File: config.mk
export PLATFORM = sky130hd
export DESIGN_NAME = time_display
export DESIGN_NICKNAME = d
export VERILOG_FILES = /design/src/rtl/time_display.sv
export SDC_FILE = /design/constraint.sdc
export NUM_CORES = 1
export LEC_CHECK = 0
export CORE_MARGIN = 8
export CORE_UTILIZATION = 55
export DETAILED_ROUTE_END_ITERATION = 6
export PLACE_DENSITY_LB_ADDON = 0.08
export SLEW_MARGIN = 40
export SYNTH_ARGS = -nofsm -noshare
export SYNTH_HDL_FRONTEND = slang
export SYNTH_SLANG_ARGS = --single-unit
File: constraint.sdc
create_clock -name clk -period 9 [get_ports clk]
set_input_delay 1.8 -clock clk [delete_from_list [all_inputs] [get_ports clk]]
set_output_delay 1.8 -clock clk [all_outputs]
set_load 0.1 [all_outputs]
File: src/rtl/time_display.sv
// rtl/time_display.sv - chess-clock time display: binary->BCD converter plus 8-digit 7-segment scanner.
// Optional separator blinking for the active player is enabled with TIME_DISPLAY_BLINK_EN.
module time_display #(
    parameter int REFRESH_DIV = 100000,
    parameter int BLINK_DIV   = 50000000
) (
    input  logic       clk,
    input  logic       reset,
    input  logic       load,
    input  logic [6:0] min_a,
    input  logic [5:0] sec_a,
    input  logic [6:0] min_b,
    input  logic [5:0] sec_b,
    input  logic       turn,
    output logic [6:0] seg,
    output logic       dp,
    output logic [7:0] an,
    output logic       busy
);
    localparam int RW = (REFRESH_DIV > 1) ? $clog2(REFRESH_DIV) : 1;

    if (REFRESH_DIV < 1 || BLINK_DIV < 1) begin : g_bad_param
        $error("time_display: REFRESH_DIV and BLINK_DIV must be at least 1");
    end

    typedef enum logic [1:0] {IDLE, SHIFT, COMMIT} state_t;

    state_t          state_q, state_d;
    logic [27:0]     sh_q, sh_d;
    logic [7:0]      bcd_q, bcd_d;
    logic [2:0]      bit_q, bit_d;
    logic [1:0]      fld_q, fld_d;
    logic [3:0][7:0] res_q, res_d;
    logic            turn_cap_q, turn_cap_d;
    logic [31:0]     disp_q, disp_d;
    logic            turn_disp_q, turn_disp_d;
    logic [RW-1:0]   ref_cnt_q, ref_cnt_d;
    logic            scan_on_q, scan_on_d;
    logic [2:0]      idx_q, idx_d;
    logic [6:0]      seg_q, seg_d;
    logic            dp_q, dp_d;
    logic [7:0]      an_q, an_d;
    logic [3:0]      digit;
    logic [7:0]      adj;
    logic [7:0]      nxt;

    function automatic logic [6:0] clamp_min(input logic [6:0] m);
        return (m > 7'd99) ? 7'd99 : m;
    endfunction

    function automatic logic [6:0] clamp_sec(input logic [5:0] s);
        return {1'b0, (s > 6'd59) ? 6'd59 : s};
    endfunction

    function automatic logic [7:0] add3(input logic [7:0] v);
        logic [3:0] hi, lo;
        hi = (v[7:4] >= 4'd5) ? v[7:4] + 4'd3 : v[7:4];
        lo = (v[3:0] >= 4'd5) ? v[3:0] + 4'd3 : v[3:0];
        return {hi, lo};
    endfunction

    function automatic logic [6:0] seg_code(input logic [3:0] v);
        case (v)
            4'd0:    return 7'h40;
            4'd1:    return 7'h79;
            4'd2:    return 7'h24;
            4'd3:    return 7'h30;
            4'd4:    return 7'h19;
            4'd5:    return 7'h12;
            4'd6:    return 7'h02;
            4'd7:    return 7'h78;
            4'd8:    return 7'h00;
            4'd9:    return 7'h10;
            default: return 7'h7F;
        endcase
    endfunction

`ifdef TIME_DISPLAY_BLINK_EN
    localparam int BW = (BLINK_DIV > 1) ? $clog2(BLINK_DIV) : 1;
    logic [BW-1:0] blink_cnt_q, blink_cnt_d;
    logic          blink_q, blink_d;

    always_comb begin
        blink_cnt_d = blink_cnt_q + 1'b1;
        blink_d     = blink_q;
        if (blink_cnt_q == BW'(BLINK_DIV - 1)) begin
            blink_cnt_d = '0;
            blink_d     = ~blink_q;
        end
    end

    always_ff @(posedge clk) begin
        if (reset) begin
            blink_cnt_q <= '0;
            blink_q     <= 1'b0;
        end else begin
            blink_cnt_q <= blink_cnt_d;
            blink_q     <= blink_d;
        end
    end
`endif

    // Converter: one field at a time, 7 shift-add-3 steps each, min_a first.
    always_comb begin
        state_d     = state_q;
        sh_d        = sh_q;
        bcd_d       = bcd_q;
        bit_d       = bit_q;
        fld_d       = fld_q;
        res_d       = res_q;
        turn_cap_d  = turn_cap_q;
        disp_d      = disp_q;
        turn_disp_d = turn_disp_q;
        adj         = add3(bcd_q);
        nxt         = 8'({adj, sh_q[27]});
        case (state_q)
            IDLE: begin
                if (load) begin
                    sh_d       = {clamp_min(min_a), clamp_sec(sec_a), clamp_min(min_b), clamp_sec(sec_b)};
                    turn_cap_d = turn;
                    bcd_d      = '0;
                    bit_d      = '0;
                    fld_d      = '0;
                    state_d    = SHIFT;
                end
            end
            SHIFT: begin
                sh_d = {sh_q[26:0], 1'b0};
                if (bit_q == 3'd6) begin
                    res_d[fld_q] = nxt;
                    bcd_d        = '0;
                    bit_d        = '0;
                    fld_d        = fld_q + 2'd1;
                    if (fld_q == 2'd3) state_d = COMMIT;
                end else begin
                    bcd_d = nxt;
                    bit_d = bit_q + 3'd1;
                end
            end
            COMMIT: begin
                disp_d      = {res_q[0], res_q[1], res_q[2], res_q[3]};
                turn_disp_d = turn_cap_q;
                state_d     = IDLE;
            end
            default: state_d = IDLE;
        endcase
    end

    // Scanner: nothing lit until the first prescaler wrap, which shows digit 0.
    always_comb begin
        ref_cnt_d = ref_cnt_q + 1'b1;
        scan_on_d = scan_on_q;
        idx_d     = idx_q;
        if (ref_cnt_q == RW'(REFRESH_DIV - 1)) begin
            ref_cnt_d = '0;
            if (scan_on_q) idx_d = idx_q + 3'd1;
            else           scan_on_d = 1'b1;
        end
        digit = disp_q[{idx_d, 2'b00} +: 4];
        seg_d = 7'h7F;
        dp_d  = 1'b1;
        an_d  = 8'hFF;
        if (scan_on_d) begin
            seg_d = seg_code(digit);
            an_d  = ~(8'b1 << idx_d);
            if (idx_d == 3'd2 || idx_d == 3'd6) begin
`ifdef TIME_DISPLAY_BLINK_EN
                if (idx_d == (turn_disp_q ? 3'd2 : 3'd6)) dp_d = ~blink_d;
                else                                     dp_d = 1'b0;
`else
                dp_d = 1'b0;
`endif
            end
        end
    end

    always_ff @(posedge clk) begin
        if (reset) begin
            state_q     <= IDLE;
            sh_q        <= '0;
            bcd_q       <= '0;
            bit_q       <= '0;
            fld_q       <= '0;
            res_q       <= '0;
            turn_cap_q  <= 1'b0;
            disp_q      <= '0;
            turn_disp_q <= 1'b0;
            ref_cnt_q   <= '0;
            scan_on_q   <= 1'b0;
            idx_q       <= '0;
            seg_q       <= 7'h7F;
            dp_q        <= 1'b1;
            an_q        <= 8'hFF;
        end else begin
            state_q     <= state_d;
            sh_q        <= sh_d;
            bcd_q       <= bcd_d;
            bit_q       <= bit_d;
            fld_q       <= fld_d;
            res_q       <= res_d;
            turn_cap_q  <= turn_cap_d;
            disp_q      <= disp_d;
            turn_disp_q <= turn_disp_d;
            ref_cnt_q   <= ref_cnt_d;
            scan_on_q   <= scan_on_d;
            idx_q       <= idx_d;
            seg_q       <= seg_d;
            dp_q        <= dp_d;
            an_q        <= an_d;
        end
    end

    assign seg  = seg_q;
    assign dp   = dp_q;
    assign an   = an_q;
    assign busy = (state_q != IDLE);
endmodule

======== Word-level counts from Yosys, hierarchy flattened ========
Memories as Yosys holds them, arrays and structs flattened. A register that Yosys moved wholly into a read port is not among the register bits.
Index checks and enable logic that the tools add are counted.
operators by class
  add/sub/neg operators ................... 6
  shift operators ......................... 2
  reductions and logical operators ........ 11
  bitwise logic cells ..................... 2
  multiplexer cells ....................... 28
  magnitude comparators ................... 8
  equal/unequal tests ..................... 10
operator list
  cell                   count
  $pmux 28 s2            1
  $bwmux 32              1
  $shiftx 32x6->4        1
  $mux 28                1
  $mux 8                 3
  $add 17x1->17 const B  1
  $eq 17x17->1 const B   1
  $demux 8 s2            1
  $pmux 8 s2             1
  $mux 3                 5
  $gt 7x7->1 const B     2
  $mux 7                 2
  $gt 6x6->1 const B     2
  $mux 6                 2
  $mux 2                 5
  $ge 4x3->1 const B     2
  $not 8->8              1
  $pmux 2 s2             2
  $shl 1x3->8 const A    1
  $add 3x1->3 const B    2
  $eq 3x3->1 const B     2
  $ne 2x2->1 const B     3
  $pmux 3 s2             1
  $reduce_and 3->1       2
  17 further kinds       22
word-level totals
  output and inout bits ................... 17
  bits in registers ....................... 137
  ROM bits ................................ 112
  word-level logic and storage cells ...... 83
  input port bits ......................... 30
  memories ................................ 1
memories
  memory           words  width  read ports  clocked after memory_dff  write ports  line  RTL
  (no name shown)  16     7      1           1                         0            63    case (v)

======== Longest topological paths before layout ========
Gate-level depths: netlist of run 1.
  depth in word-level cells ............... 6
  depth in mapped cells ................... 12
  depth with buffers taken out ............ 11

======== Worst setup path after synthesis of run 1 ========
No wires, ideal clock.
  kind .................................... flip-flop to flip-flop
  start point ............................. register ref_cnt_q[0]
  end point ............................... register seg_q[3] (netlist: seg[3])
  setup slack ............................. 6074 ps
  cell stages (with the launch flop) ...... 12
  period minus slack after synthesis ...... 2926 ps
  arrival ................................. 2798 ps
  path buffers ............................ 1
  path through ............................ dfxtp_1 > ha_1 > and4_1 > and4_1 > buf_4 > and3_4 > xor2_4 > mux2_4 > a2bb2oi_4 > ha_1 > o21ai_0 > or3b_1
between the ends
  cells in the longest elaborated chain, start to end .. 4
  elaborated cells on any way between the ends .. 6
ends and longest elaborated chain
  what                                                     line  RTL
  start: declaration                                       37    logic [RW-1:0] ref_cnt_q, ref_cnt_d;
  start signal: assignment                                 204   ref_cnt_q <= ref_cnt_d;
  $eq 17x17->1 (*)                                         154   if (ref_cnt_q == RW'(REFRESH_DIV - 1)) begin
  branches (longest 3 deep; another with $shiftx 32x6->4)  n/a
  end: declaration                                         40    logic [6:0] seg_q, seg_d;
Mark *: on every way between the ends.
A chain may end at the register's enable or synchronous reset.

======== Final worst setup path of run 1 ========
  start point ............................. register state_q[0]
  end point ............................... output port busy
between the ends
  cells in the longest elaborated chain, start to end .. 1
ends and longest elaborated chain
  what                      line  RTL
  start: declaration        28    state_t state_q, state_d;
  start signal: assignment  195   state_q <= state_d;
  $reduce_bool 2->1         216   assign busy = (state_q != IDLE);
  end: declaration          18    output logic busy
Every way passes these cells.

==> flow_summary.json, run 1 <==
{
  "outcome": "finished clean",
  "synth_top_family_by_area": "simple AND/OR/NAND/NOR gates",
  "cts_buffer_depth": 2,
  "hold_ws_ps": 452,
  "synth_nets": 777,
  "synth.avg_cell_area_um2": 8.24,
  "grt_antenna_before_repair": 0,
  "seqCellArea_mm2": 0.00288,
  "clockRootBuffer": "clkbuf_8",
  "pin_count": 47,
  "routed_wl_um": 13600,
  "yosys.area_share.adder_pct": 2.27,
  "hold_buffers": 0,
  "synth-xor-area-share_pct": 3.18,
  "postPlaceCellArea_mm2": 0.00649,
  "fillers": 929,
  "synth_edf_count": 0,
  "antennaDiodeCount": 0,
  "synthMostInstantiatedCell": "nand2_1",
  "wl_met3_um": 806,
  "cp.arrival_ps": 1660,
  "grt_pass1_vias": 4861,
  "top_layer_used": "met4",
  "tritoncts": "built",
  "grt_setup_unrepaired": "no",
  "p_comb_share_pct": 4.8,
  "syn2layout_area_growth_pct": 17.0,
  "postCtsSetupBuffers": 0,
  "drt-initial-drc-count": 482,
  "synth_area_mm2": 0.00607,
  "cts_buffers": 17,
  "hold_viol": 0,
  "die_h_um": 121,
  "yosys.area_share.simple_pct": 23.4,
  "fmaxAchievable_mhz": 289,
  "core_area_mm2": 0.0108,
  "hpwlAfterDp_um": 9370,
  "period_share_pct": 38.4,
  "drv_cap": 0,
  "wl_met1_um": 6000,
  "cts_sinks": 144,
  "drc_errors": 0,
  "synth_common_cells": "nand2_1 (147), dfxtp_1 (144), a21oi_1 (80), nor2_1 (80), o21ai_0 (35)",
  "power.switching_w": 0.000311,
  "initial_core_util_pct": 56.2,
  "p_int_w": 0.00112,
  "power.leakage_nw": 2.44,
  "power_w": 0.00143,
  "drive_above_1_share_pct": 9.52,
  "fp-row-count": 38,
  "yosysTopAreaCell": "dfxtp_1",
  "clk_latency_ps": 530,
  "seqPwrFrac_pct": 46.1,
  "place_ws_ps": 5300,
  "setup_viol": 0,
  "die_area_mm2": 0.0146,
  "ys_ff_latch": 144,
  "io_buffers": 45,
  "track_usage_pct": 19.4,
  "ys_types": 57,
  "power_density_mw_per_mm2": 202,
  "setup_tns_ps": 0,
  "fin_area_mm2": 0.00710,
  "synthArstFlopShare_pct": 0,
  "ir_worst_vdd_mv": 0.166,
  "syn_inst": 736,
  "cts_resized": 0,
  "htree_levels": 4,
  "report.final.slew_viol_count": 0,
  "worst_slack_ps": 5540,
  "clk_transition_reported_paths_ps": 60,
  "pwr-share-clk_pct": 49.1,
  "layout.nets": 805,
  "crit_fanout": 7,
  "yosysWarnings": 0,
  "vias_per_cell": 5.63,
  "grt_max_degree": 76,
  "ant_nets": 0,
  "overflow": 0,
  "synth.area.mux_share_pct": 1.42,
  "synth_compound_area_share_pct": 18.6,
  "seq_area_frac_synth_pct": 47.5,
  "synthTopCellsByArea": "dfxtp_1 (48%), nand2_1 (9.1%), a21oi_1 (6.6%), nor2_1 (4.9%), o21ai_0 (2.9%)",
  "synth_ff_type": "dfxtp_1",
  "wl_per_cell_um": 14.8,
  "fin_crit_ps": 3460,
  "crit_type": "reg -> out",
  "multiInputGateArea_mm2": 0.00299,
  "start_kind": "flip-flop",
  "grt_pass1_wl_um": 22900,
  "crit_required_ps": 7200,
  "slew_headroom_pct": 48.5,
  "num_vias": 5163,
  "first_pass_iters": 5,
  "place_congestion": 0.814,
  "worst_pin_slew_ps": 773,
  "switching_share_pct": 21.7,
  "yosysTopAreaCellShare_pct": 47.5,
  "wl_met2_um": 6620,
  "clock_skew_ps": 6.79,
  "min_path_type": "reg -> reg",
  "end_kind": "output pin",
  "die_w_um": 121
}
## state kept, by name, indices dropped and copies added (netlist names)
| register | count |
|---|---|
| sh_q | 28 |
| state_q | 2 |
| disp_q | 32 |
| seg | 7 |
| ref_cnt_q | 17 |
| fld_q | 2 |
| res_q | 32 |
| bcd_q | 8 |
| bit_q | 3 |
| scan_on_q | 1 |
| an | 8 |
| idx_q | 3 |
| dp | 1 |
## metrics by stage
stage,utilization (%),cells
after floorplan,-,736
after global placement,60.8,885
after detailed placement,60.1,885
after CTS,65.7,917
after global routing,65.8,917
final,65.8,917
## critical path, cell delays in order, from the launching register on
cell and delay (ps):
dfxtp_1 480, nor2_1 110, inv_1 100, buf_2 430
## metal layers
layer	vias up	GRT usage [%]
li1	2610	-
met3	14	6.47
met5	-	0
met1	2407	23.5
met2	132	31.3
met4	0	6.95
## layout by cell type, fill, tap and decap left out, types with 6 or more instances in the layout
| master | synthesis | final |
|---|---|---|
| inv_1 | 19 | 19 |
| mux2i_1 | 6 | 6 |
| ha_1 | 11 | 11 |
| dfxtp_1 | 144 | 144 |
| a211oi_1 | 18 | 18 |
| clkinv_2 | 0 | 6 |
| nand2b_1 | 14 | 12 |
| xnor2_1 | 6 | 6 |
| xor2_1 | 11 | 11 |
| a22oi_1 | 13 | 13 |
| clkbuf_16 | 0 | 16 |
| a311oi_1 | 10 | 10 |
| nor2_1 | 80 | 79 |
| nand3_1 | 19 | 19 |
| a21oi_1 | 80 | 80 |
| nor3_1 | 11 | 10 |
| o21ai_0 | 35 | 35 |
| clkdlybuf4s50_1 | 0 | 27 |
| nand2_1 | 147 | 147 |
| o2111ai_1 | 6 | 6 |
| buf_2 | 0 | 17 |
| and2_1 | 6 | 6 |
## logic make-up after synthesis
| group | after synthesis |
|---|---|
| flip-flops | 144 |
| adder cells (fa/ha/maj) | 11 |
| AND/OR/NAND/NOR | 314 |
| buffers and inverters | 58 |
| AO/OA/AOI/OAI | 182 |
| multiplexers | 8 |
| XOR/XNOR | 19 |
## worst paths after layout
path / startpoint / to / slack (ps) / cells past startpoint
max: state_q[0] / busy / 5540 / 3
min: disp_q[10] / disp_q[10] / 450 / 2
max reg2reg: ref_cnt_q[0] / seg[3] / 5550 / 11
min reg2reg: disp_q[10] / disp_q[10] / 450 / 2
## power by group through the flow
stage	clock (W)	sequential, W	combinational, W
after floorplan	0	0.000670	0.0000452
after global placement	0	0.000672	0.0000669
after detailed placement	0	0.000673	0.0000684
after CTS	0.000713	0.000659	0.0000686
after global routing	0.000741	0.000661	0.0000769
final	0.000703	0.000659	0.0000688
## cell type report
type                       instances  area share [%]
multi-input combinational        534            42.1
sequential                       144            40.6
clock buffer                      21            6.47
timing repair buffer              48            5.43
tap                              140            2.47
clock inverter                    11            1.92
inverter                          19            1.00
No activity file was read; power rests on OpenSTA's default activity.
==> inputs of run 2 (changes only) <==
- CORE_UTILIZATION: 55 -> 52
- clock period: 9 -> 3 ns (I/O delays scaled with it)
==> run 2 against run 1 <==
Core utilization is 2.2 points lower. Setup slack worse by 5400 ps. Clock-buffer cell count is 3 lower. Sequential share of layout area is 0.89 points lower. Design area is 2.2% higher. Combinational power grew to 3.1 times the previous value. Routed wire length is 2.6% higher. Critical endpoint is now seg[3]. Clock skew is 1.5 ps higher. Power grew to 2.9 times the previous value.
==> flow_summary.json, run 2 (synthesized netlist as in run 1, its figures left out) <==
{
  "cpPeakStageDelay_ps": 360,
  "cts_buffer_depth": 2,
  "die_h_um": 124,
  "fmaxAchievable_mhz": 352,
  "clockRootBuffer": "clkbuf_16",
  "hold_viol": 0,
  "drc_errors": 0,
  "clk_latency_ps": 420,
  "num_vias": 5154,
  "cp_top_family": "simple AND/OR/NAND/NOR gates",
  "fin_crit_ps": 2840,
  "start_kind": "flip-flop",
  "io_buffers": 45,
  "fin_cells": 941,
  "setup_tns_ps": 0,
  "worst-path-buf-inv": 0,
  "place_congestion": 0.873,
  "min_path_type": "reg -> reg",
  "cp.arrival_ps": 3130,
  "power_density_mw_per_mm2": 565,
  "die_area_mm2": 0.0154,
  "placed_cells": 908,
  "grt_pass1_vias": 4724,
  "crit_type": "reg -> reg",
  "track_usage_pct": 18.4,
  "wl_per_cell_um": 14.8,
  "first_pass_iters": 5,
  "hold_ws_ps": 451,
  "crit_required_ps": 3290,
  "cts_buffers": 17,
  "clk_transition_reported_paths_ps": 60,
  "worst_pin_slew_ps": 767,
  "mostFrequentLayoutCells": "nand2_1 (147), dfxtp_1 (144), nor2_1 (80), a21oi_1 (79), buf_4 (43)",
  "pin_count": 47,
  "place_ws_ps": 116,
  "setup_viol": 0,
  "layout.nets": 827,
  "vias_per_cell": 5.48,
  "power_w": 0.00410,
  "report.final.slew_viol_count": 0,
  "fillers": 1003,
  "ir_worst_vdd_mv": 0.532,
  "grt_pass1_wl_um": 22300,
  "cp_slowest_cell": "dfxtp_1",
  "drt-initial-drc-count": 334,
  "ant_nets": 0,
  "worst_slack_ps": 163,
  "grt_antenna_before_repair": 0,
  "reg_top3": "disp_q x32, res_q x32, sh_q x28",
  "routed_wl_um": 13900,
  "outcome": "finished clean",
  "die_w_um": 124,
  "initial_core_util_pct": 53.1,
  "drv_cap": 0,
  "power.leakage_nw": 2.56,
  "crit_fanout": 4,
  "clock_skew_ps": 8.25,
  "cp_cell_sequence": "ha_1 -> and4_1 -> and4_1 -> and3_4 -> xor2_4 -> mux2_4 -> a2bb2oi_4 -> ha_1 -> o21ai_0 -> or3b_1",
  "antennaDiodeCount": 0,
  "grt_max_degree": 72,
  "core_area_mm2": 0.0114,
  "drive_above_1_share_pct": 12.2,
  "slew_headroom_pct": 48.9,
  "syn2layout_area_growth_pct": 19.6,
  "final_common_cell": "nand2_1",
  "cts_sinks": 144,
  "overflow": 0,
  "end_kind": "flip-flop",
  "htree_levels": 4,
  "tritoncts": "built",
  "hpwlAfterDp_um": 9700,
  "fp-row-count": 39,
  "period_share_pct": 94.6
}
## run 2: changes by cell type in the layout (fill, tap and decap cells not counted), moves of 3 or more
cell | previous run | this run
buf_4 | 4 | 43
buf_2 | 17 | 0
o21ai_0 | 35 | 31
o21ai_1 | 1 | 5
clkbuf_8 | 4 | 1
clkinv_2 | 6 | 9
## run 2: power breakdown
part           switching, W  internal (W)  leakage (nW)  total [W]
Clock              0.000775       0.00114         0.266    0.00191
Sequential        0.0000260       0.00195          1.17    0.00198
Combinational      0.000125     0.0000850          1.12   0.000210
Total              0.000926       0.00318          2.56    0.00410
## run 2: layout make-up
cell class	count	area [µm²]	share of cell area [%]
inverter	19	71.3	0.983
multi-input combinational	534	2990	41.3
clock buffer	18	439	6.05
timing repair buffer	70	593	8.17
clock inverter	13	97.6	1.34
sequential	144	2880	39.7
tap	143	179	2.47
## run 2: metal layers
layer | vias up | wire (µm) | track usage [%]
li1 | 2641 | - | -
met1 | 2410 | 6360 | 22.8
met2 | 90 | 6770 | 30.8
met3 | 13 | 652 | 4.81
met4 | 0 | 133 | 5.65
met5 | - | 0 | 0
## run 2: path summary, 6_finish.rpt
kind                     start         to  slack, ps  cells after the start
hold / removal       disp_q[1]  disp_q[1]        450                      2
hold reg to reg      disp_q[1]  disp_q[1]        450                      2
setup / recovery  ref_cnt_q[0]     seg[3]        160                     10
setup reg to reg  ref_cnt_q[0]     seg[3]        160                     10
## run 2: metrics by stage
step / instance area [µm²] / util, %
after floorplan: 6070 / -
after global placement: 6680 / 58.5
after detailed placement: 6680 / 58.5
after CTS: 7210 / 63.2
after global routing: 7260 / 63.6
final: 7260 / 63.6
## run 2: timing repair
| action | 4_1_cts | 5_1_grt |
|---|---|---|
| buffers inserted | 0 | 2 |
| setup endpoints to repair | 0 | 1 |
| resized for setup | 0 | 9 |
| hold buffers | 0 | 0 |
## run 2: tightest hold or removal path, cell delays in order, from the launching register on
cell     delay [ps]
dfxtp_1         300
nand2_1          50
a21oi_1          50
